### src/rtl/flex_counter_pkg.sv
// Shared types and defaults for the flex counter family.
package flex_counter_pkg;

  typedef enum logic [0:0] {
    CNT_IDLE = 1'b0,
    CNT_RUN  = 1'b1
  } cnt_state_t;

  localparam int unsigned DEFAULT_NUM_CNT_BITS = 4;

endpackage

### src/rtl/flex_down_counter.sv
// Loadable down-counter with a one-cycle terminal-count pulse and optional auto-reload.
// Define FLEX_DOWN_COUNTER_OVERRUN_EN to build the sticky restart-while-busy flag.
module flex_down_counter
  import flex_counter_pkg::*;
#(
  parameter int unsigned NUM_CNT_BITS = DEFAULT_NUM_CNT_BITS
) (
  input  logic                    clk,
  input  logic                    n_rst,
  input  logic                    clear,
  input  logic                    load,
  input  logic [NUM_CNT_BITS-1:0] load_val,
  input  logic                    count_enable,
  input  logic                    auto_reload,
  output logic [NUM_CNT_BITS-1:0] count_out,
  output logic                    zero_flag,
  output logic                    busy,
  output logic                    overrun
);

  cnt_state_t              state_q, state_d;
  logic [NUM_CNT_BITS-1:0] count_q, count_d;
  logic [NUM_CNT_BITS-1:0] reload_q, reload_d;
  logic                    zero_q, zero_d;
  logic                    running;
  logic                    terminal;

  assign running  = (state_q == CNT_RUN);
  assign terminal = running && count_enable && (count_q == NUM_CNT_BITS'(1));

  always_comb begin
    state_d  = state_q;
    count_d  = count_q;
    reload_d = reload_q;
    zero_d   = 1'b0;
    if (clear) begin
      state_d  = CNT_IDLE;
      count_d  = '0;
      reload_d = '0;
    end else if (load) begin
      if (load_val != '0) begin
        state_d  = CNT_RUN;
        count_d  = load_val;
        reload_d = load_val;
      end else if (running) begin
        // A zero load while running aborts the countdown without a pulse.
        state_d = CNT_IDLE;
        count_d = '0;
      end
    end else if (terminal) begin
      zero_d = 1'b1;
      if (auto_reload) begin
        count_d = reload_q;
      end else begin
        state_d = CNT_IDLE;
        count_d = '0;
      end
    end else if (running && count_enable) begin
      count_d = count_q - NUM_CNT_BITS'(1);
    end
  end

  always_ff @(posedge clk or negedge n_rst) begin
    if (!n_rst) begin
      state_q  <= CNT_IDLE;
      count_q  <= '0;
      reload_q <= '0;
      zero_q   <= 1'b0;
    end else begin
      state_q  <= state_d;
      count_q  <= count_d;
      reload_q <= reload_d;
      zero_q   <= zero_d;
    end
  end

  assign count_out = count_q;
  assign zero_flag = zero_q;
  assign busy      = running;

`ifdef FLEX_DOWN_COUNTER_OVERRUN_EN
  logic overrun_q, overrun_d;

  // A load that coincides with a terminal decrement is not counted as an overrun.
  always_comb begin
    overrun_d = overrun_q;
    if (clear) begin
      overrun_d = 1'b0;
    end else if (load && running && !(count_enable && count_q == NUM_CNT_BITS'(1))) begin
      overrun_d = 1'b1;
    end
  end

  always_ff @(posedge clk or negedge n_rst) begin
    if (!n_rst) begin
      overrun_q <= 1'b0;
    end else begin
      overrun_q <= overrun_d;
    end
  end

  assign overrun = overrun_q;
`else
  assign overrun = 1'b0;
`endif

endmodule
### config.mk
export PLATFORM = sky130hd
export DESIGN_NAME = flex_down_counter
export DESIGN_NICKNAME = d
export VERILOG_FILES = /design/src/rtl/flex_counter_pkg.sv /design/src/rtl/flex_down_counter.sv
export SDC_FILE = /design/constraint.sdc
export NUM_CORES = 1
export LEC_CHECK = 0
export CORE_AREA = 5 5 42 44
export DETAILED_ROUTE_END_ITERATION = 8
export DIE_AREA = 0 0 47 49
export DONT_BUFFER_PORTS = 1
export PLACE_DENSITY = 0.58
export SLEW_MARGIN = 25
export SYNTH_ARGS = -nofsm -noshare
export SYNTH_HDL_FRONTEND = slang
export SYNTH_SLANG_ARGS = --single-unit
### constraint.sdc
create_clock -name clk -period 2.5 [get_ports clk]
set_input_delay 0.125 -clock clk [delete_from_list [all_inputs] [get_ports clk]]
set_output_delay 0.125 -clock clk [all_outputs]
set_load 0.01 [all_outputs]
==> flow_metrics.env, run 1 <==
export IMPL_status="completed"
export IMPL_route_met3_wl_microns=145
export IMPL_layout_common_cells="a21oi_1 (13), nand2_1 (11), dfrtp_1 (10)"
export IMPL_dieHeight_microns=49
export IMPL_crit_path_top_delay_cell="dfrtp_1"
export IMPL_wirelength_microns=1361
export IMPL_synth_area_top_cells="dfrtp_1 (42%), a21oi_1 (11%), nand2_1 (6.9%), o41ai_4 (4.6%), ha_1 (4.2%)"
export IMPL_firstDrtPassIters=4
export IMPL_wl_met1_microns=614
export IMPL_ant_nets=0
export IMPL_ff2ff_setup_slack_ns=0.73
export IMPL_portBuffers=0
export IMPL_coreArea_sq_um=1401
export IMPL_hold_path_depth=2
export IMPL_min_from="load_val[1]"
export IMPL_crit_fanout=4
export IMPL_yosys_warnings=0
export IMPL_die_w_microns=47
export IMPL_final_cell_count_no_fill=86
export IMPL_r2r_cells=6
export IMPL_fill_cells=151
export IMPL_viasPerCell=5.779
export IMPL_maxUsedRoutingLayer="met4"
export IMPL_fin_crit_sh_pct=70.82
export IMPL_hold_viol=0
export IMPL_htree_levels=1
export IMPL_ioPinCount=17
export IMPL_rows=14
export IMPL_finalNetCount=83
export IMPL_cts_buffers=3
export IMPL_dr_first_iter_drc_count=20
export IMPL_vias=497
export IMPL_path_clk_slew_ns=0.06
export IMPL_syn_nets=77
export IMPL_wl_per_cell_microns=15.83
export IMPL_crit_type="flop to flop"
export IMPL_r2r_end="count_out[0]"
export IMPL_drive_above_1_share_pct=12.86
export IMPL_pre_cts_ws_ns=0.7432
export IMPL_grt_pass1_wl_microns=2228
export IMPL_cap_violations=0
export IMPL_num_antenna_cells=0
export IMPL_synth_cells=65
export IMPL_hp_class="input port to flop"
export IMPL_p_per_area_nw_per_um2=572.1
export IMPL_p_total_uw=386.5
export IMPL_crit_chain="inv_1, ha_1, nor3b_2, and2_1, a311o_1, a22o_2"
export IMPL_gr_usage_all_layers_pct=13.62
export IMPL_critPathCaptureType="flop"
export IMPL_final_util_pct=48.21
export IMPL_setup_ws_ns=0.7295
export IMPL_final_common_cell="a21oi_1"
export IMPL_finalSetupTns_ns=0
export IMPL_yosys_area_top_type_share_pct=42.11
export IMPL_dp_cells=78
export IMPL_die_area_sq_um=2303
export IMPL_drv_slew=0
export IMPL_ys_types=22
export IMPL_peakVddDrop_uv=317.0
export IMPL_dp_final_hpwl_microns=1019
export IMPL_initial_core_util_pct=42.41
export IMPL_slowest_delay_ns=0.45
export IMPL_avgSynthCellArea_sq_um=9.143
export IMPL_grt_ovfl_total=0
export IMPL_wl_met2_microns=582
export IMPL_arrival_ns=1.92
export IMPL_final_setup_viol_count=0
export IMPL_clk_path_buf_depth=2
export IMPL_clk_latency_ns=0.27
export IMPL_required_ns=2.65
export IMPL_netlist_area_sq_um=594.3
export IMPL_synth_largest_area_cell="dfrtp_1"
export IMPL_rsz0062_at_grt="no"
export IMPL_cts_resized=0
export IMPL_gp_routability_congestion=0.7691
export IMPL_syn_to_final_growth_pct=13.68
export IMPL_grt_antenna_before_repair=0
export IMPL_period_needed_ns=1.770
export IMPL_crit_path_start_kind="flop"
export IMPL_drc=0
export IMPL_cts_sinks=10
export IMPL_hold_path_end="reload_q[1]"
export IMPL_synth_ff_latch_count=10
export IMPL_fmax_mhz=564.8
export IMPL_fin_worst_skew_ns=0.005120
export IMPL_cts_root_buffer="clkbuf_4"
export IMPL_grt_start_max_net_pins=13
export IMPL_yosysSeqAreaShare_pct=42.11
export IMPL_leakage_nw=0.2914
export IMPL_reg2reg_from="count_out[1]"
export IMPL_first_global_vias=502
export IMPL_tritoncts="yes"
cell usage after synthesis:
cell       n
ha_1       2
dfrtp_1   10
inv_1      2
o41ai_4    1
a31oi_1    2
and3b_4    1
a311o_1    2
nor3b_2    1
nand3b_1   1
a22o_2     2
buf_4      1
nor2b_1    1
clkbuf_1   2
nor2_1     2
o21ai_0    2
nand3_1    2
xor2_1     2
nor3_1     2
nand2_1   11
conb_1     1
and2_1     2
a21oi_1   13
final cells by class:
class	count	area, sq um	share of cell area, %
Sequential cell	10	250.2	37.04
Inverter	2	7.507	1.111
Clock buffer	4	36.28	5.370
Timing Repair Buffer	4	40.04	5.926
Multi-Input combinational cell	50	321.6	47.59
Tap cell	16	20.02	2.963
how the worst max path moves through the flow:
stage | end | startpoint | slack (ns)
after floorplan | count_out[0] | count_out[0] | 0.86
after global placement | count_out[1] | count_out[1] | 0.77
after detailed placement | count_out[0] | count_out[1] | 0.74
after CTS | count_out[0] | count_out[1] | 0.72
after global routing | count_out[0] | count_out[1] | 0.66
final | count_out[0] | count_out[1] | 0.73
worst max-delay path: cells and delay by family, from the launching register on:
family	cells	cell delay (ns)
AND/OR/NAND/NOR	2	0.38
adder cells (fa/ha/maj)	1	0.18
buffers and inverters	1	0.09
flip-flops	1	0.45
AO/OA/AOI/OAI	2	0.57
cells by family after synthesis:
family / after synthesis / synth area share [%]
buffers and inverters: 5 / 3.791
and+or+nand+nor: 23 / 20.21
DFF: 10 / 42.11
AOI/OAI and AO/OA: 22 / 26.11
xor gates and xnor gates: 2 / 2.948
other: 1 / 0.6310
adders and majority gates: 2 / 4.210
metal layers:
layer | vias to the layer above | track usage, %
li1 | 245 | -
met3 | 2 | 7.011
met2 | 21 | 16.52
met4 | 0 | 8.295
met1 | 229 | 18.43
met5 | - | 0
registers in the layout, summed over array words and instances (netlist names):
name       count
busy           1
reload_q       4
count_out      4
zero_flag      1
report_power, final:
| part | leakage [nW] | switching (mW) | internal (mW) |
|---|---|---|---|
| clock network | 0.0210 | 0.0544 | 0.0884 |
| registers | 0.133 | 0.0149 | 0.171 |
| logic | 0.137 | 0.0291 | 0.0284 |
timing repair:
action,in CTS,in global routing
setup buffers,0,0
hold endpoints to repair,16,1
hold buffers,3,1
stage by stage:
stage	hold WS [ns]	instance area [sq um]
after global routing	0.005585	675.6
after floorplan	-0.1706	594.3
after CTS	0.01765	665.6
after detailed placement	-0.1703	599.3
final	0.01927	675.6
after global placement	-0.1704	599.3
Note: power is estimated with default switching activity, not from simulation.
==> run 2, diff against run 1 <==
==> constraint.sdc (replaced) <==
create_clock -name clk -period 1.7 [get_ports clk]
set_input_delay 0.085 -clock clk [delete_from_list [all_inputs] [get_ports clk]]
set_output_delay 0.085 -clock clk [all_outputs]
set_load 0.01 [all_outputs]
==> flow_metrics.env, run 2 (synthesized netlist as in run 1, its figures left out) <==
export IMPL_fin_crit_sh_pct=94.60
export IMPL_portBuffers=0
export IMPL_dp_final_hpwl_microns=1092
export IMPL_peakVddDrop_uv=465.2
export IMPL_cap_violations=0
export IMPL_fill_cells=136
export IMPL_grt_start_max_net_pins=12
export IMPL_hp_class="input port to flop"
export IMPL_vias=579
export IMPL_wirelength_microns=1641
export IMPL_initial_core_util_pct=42.41
export IMPL_critPathCaptureType="flop"
export IMPL_die_w_microns=47
export IMPL_tritoncts="yes"
export IMPL_grt_antenna_before_repair=0
export IMPL_num_antenna_cells=0
export IMPL_fin_worst_skew_ns=0.009954
export IMPL_syn_to_final_growth_pct=31.79
export IMPL_gp_routability_congestion=0.7451
export IMPL_clk_latency_ns=0.27
export IMPL_p_total_uw=607.8
export IMPL_r2r_cells=5
export IMPL_status="completed"
export IMPL_period_needed_ns=1.608
export IMPL_ioPinCount=17
export IMPL_setup_ws_ns=0.09175
export IMPL_cts_sinks=10
export IMPL_pre_cts_ws_ns=0.1005
export IMPL_rsz0062_at_grt="no"
export IMPL_coreArea_sq_um=1401
export IMPL_crit_fanout=4
export IMPL_dieHeight_microns=49
export IMPL_dpl_cell_area_sq_um=636.9
export IMPL_htree_levels=1
export IMPL_drive_above_1_share_pct=17.07
export IMPL_postCtsSetupRepairBufs=0
export IMPL_final_setup_viol_count=0
export IMPL_final_common_cell="a21oi_1"
export IMPL_finalSetupTns_ns=0
export IMPL_grt_pass1_wl_microns=2566
export IMPL_ant_nets=0
export IMPL_drv_slew=0
export IMPL_die_area_sq_um=2303
export IMPL_first_global_vias=560
export IMPL_dr_first_iter_drc_count=18
export IMPL_viasPerCell=5.908
export IMPL_rows=14
export IMPL_required_ns=1.85
export IMPL_crit_type="flop to flop"
export IMPL_crit_path_start_kind="flop"
export IMPL_grt_ovfl_total=0
export IMPL_clk_path_buf_depth=2
export IMPL_layout_common_cells="a21oi_1 (13), nand2_1 (11), dlygate4sd3_1 (11)"
export IMPL_path_clk_slew_ns=0.08
export IMPL_drc=0
export IMPL_arrival_ns=1.76
export IMPL_final_cell_area_sq_um=783.3
export IMPL_hold_path_depth=3
export IMPL_p_per_area_nw_per_um2=776.0
export IMPL_finalNetCount=95
export IMPL_hold_viol=0
export IMPL_wl_per_cell_microns=16.74
export IMPL_cts_buffers=3
export IMPL_leakage_nw=0.3444
export IMPL_cts_root_buffer="clkbuf_4"
export IMPL_gr_usage_all_layers_pct=15.21
export IMPL_fmax_mhz=621.8
export IMPL_firstDrtPassIters=4
==> run 2: cell count changes in the layout (fill, tap and decap cells not counted) <==
cell and change:
buf_4 +5, dlygate4sd3_1 +7
==> run 2: report_power, final <==
part,leakage (nW),internal (mW),total [mW],switching (mW)
combinational,0.190,0.0634,0.126,0.0631
sequential,0.133,0.252,0.261,0.00906
clock,0.0210,0.130,0.220,0.0903
==> run 2: worst paths after layout <==
path,startpoint,end,slack [ns]
max reg2reg,count_out[0],count_out[0],0.09
min reg2reg,reload_q[1],reload_q[1],0.54
max,count_out[0],count_out[0],0.09
min,load,busy,0.009
min in group asynchronous,n_rst,zero_flag,0.20
max in group asynchronous,n_rst,count_out[1],1.18
==> run 2: worst max-delay path: stages, from the launching register on <==
cell and delay [ns]:
dfrtp_1 0.38, ha_1 0.19, nor3b_2 0.17, and2_1 0.19
a311o_1 0.36, a22o_2 0.21
==> run 2: through the flow <==
| stage | utilization, % | cells | hold WS (ns) |
|---|---|---|---|
| detailed placement | 45.45 | 83 | -0.2103 |
| CTS | 55.89 | 98 | 0.007052 |
| global route | 55.89 | 98 | 0.03520 |
| finish | 55.89 | 98 | 0.009379 |
| floorplan | - | 65 | -0.2106 |
| global placement | 45.45 | 83 | -0.2104 |
==> run 2: timing repair <==
| item | 4_1_cts | 5_1_grt |
|---|---|---|
| hold endpoints to repair | 18 | 0 |
| endpoints found under the setup margin | 0 | 0 |
| resized for setup | 0 | 0 |
| hold buffers | 11 | 0 |
==> run 2: final cells by class <==
| type | count | area, sq um | share of cell area [%] |
|---|---|---|---|
| Multi-Input combinational cell | 50 | 321.6 | 41.05 |
| Sequential cell | 10 | 250.2 | 31.95 |
| Inverter | 2 | 7.507 | 0.9585 |
| Tap cell | 16 | 20.02 | 2.556 |
| Clock buffer | 4 | 36.28 | 4.633 |
| Timing Repair Buffer | 16 | 147.6 | 18.85 |
==> run 2: metal layers <==
layer	vias up	global-route usage, %	share of wire (%)
met5	-	0	0
met1	276	20.14	39
met3	2	4.059	10
met4	0	6.912	0.73
li1	265	-	-
met2	36	22.40	50
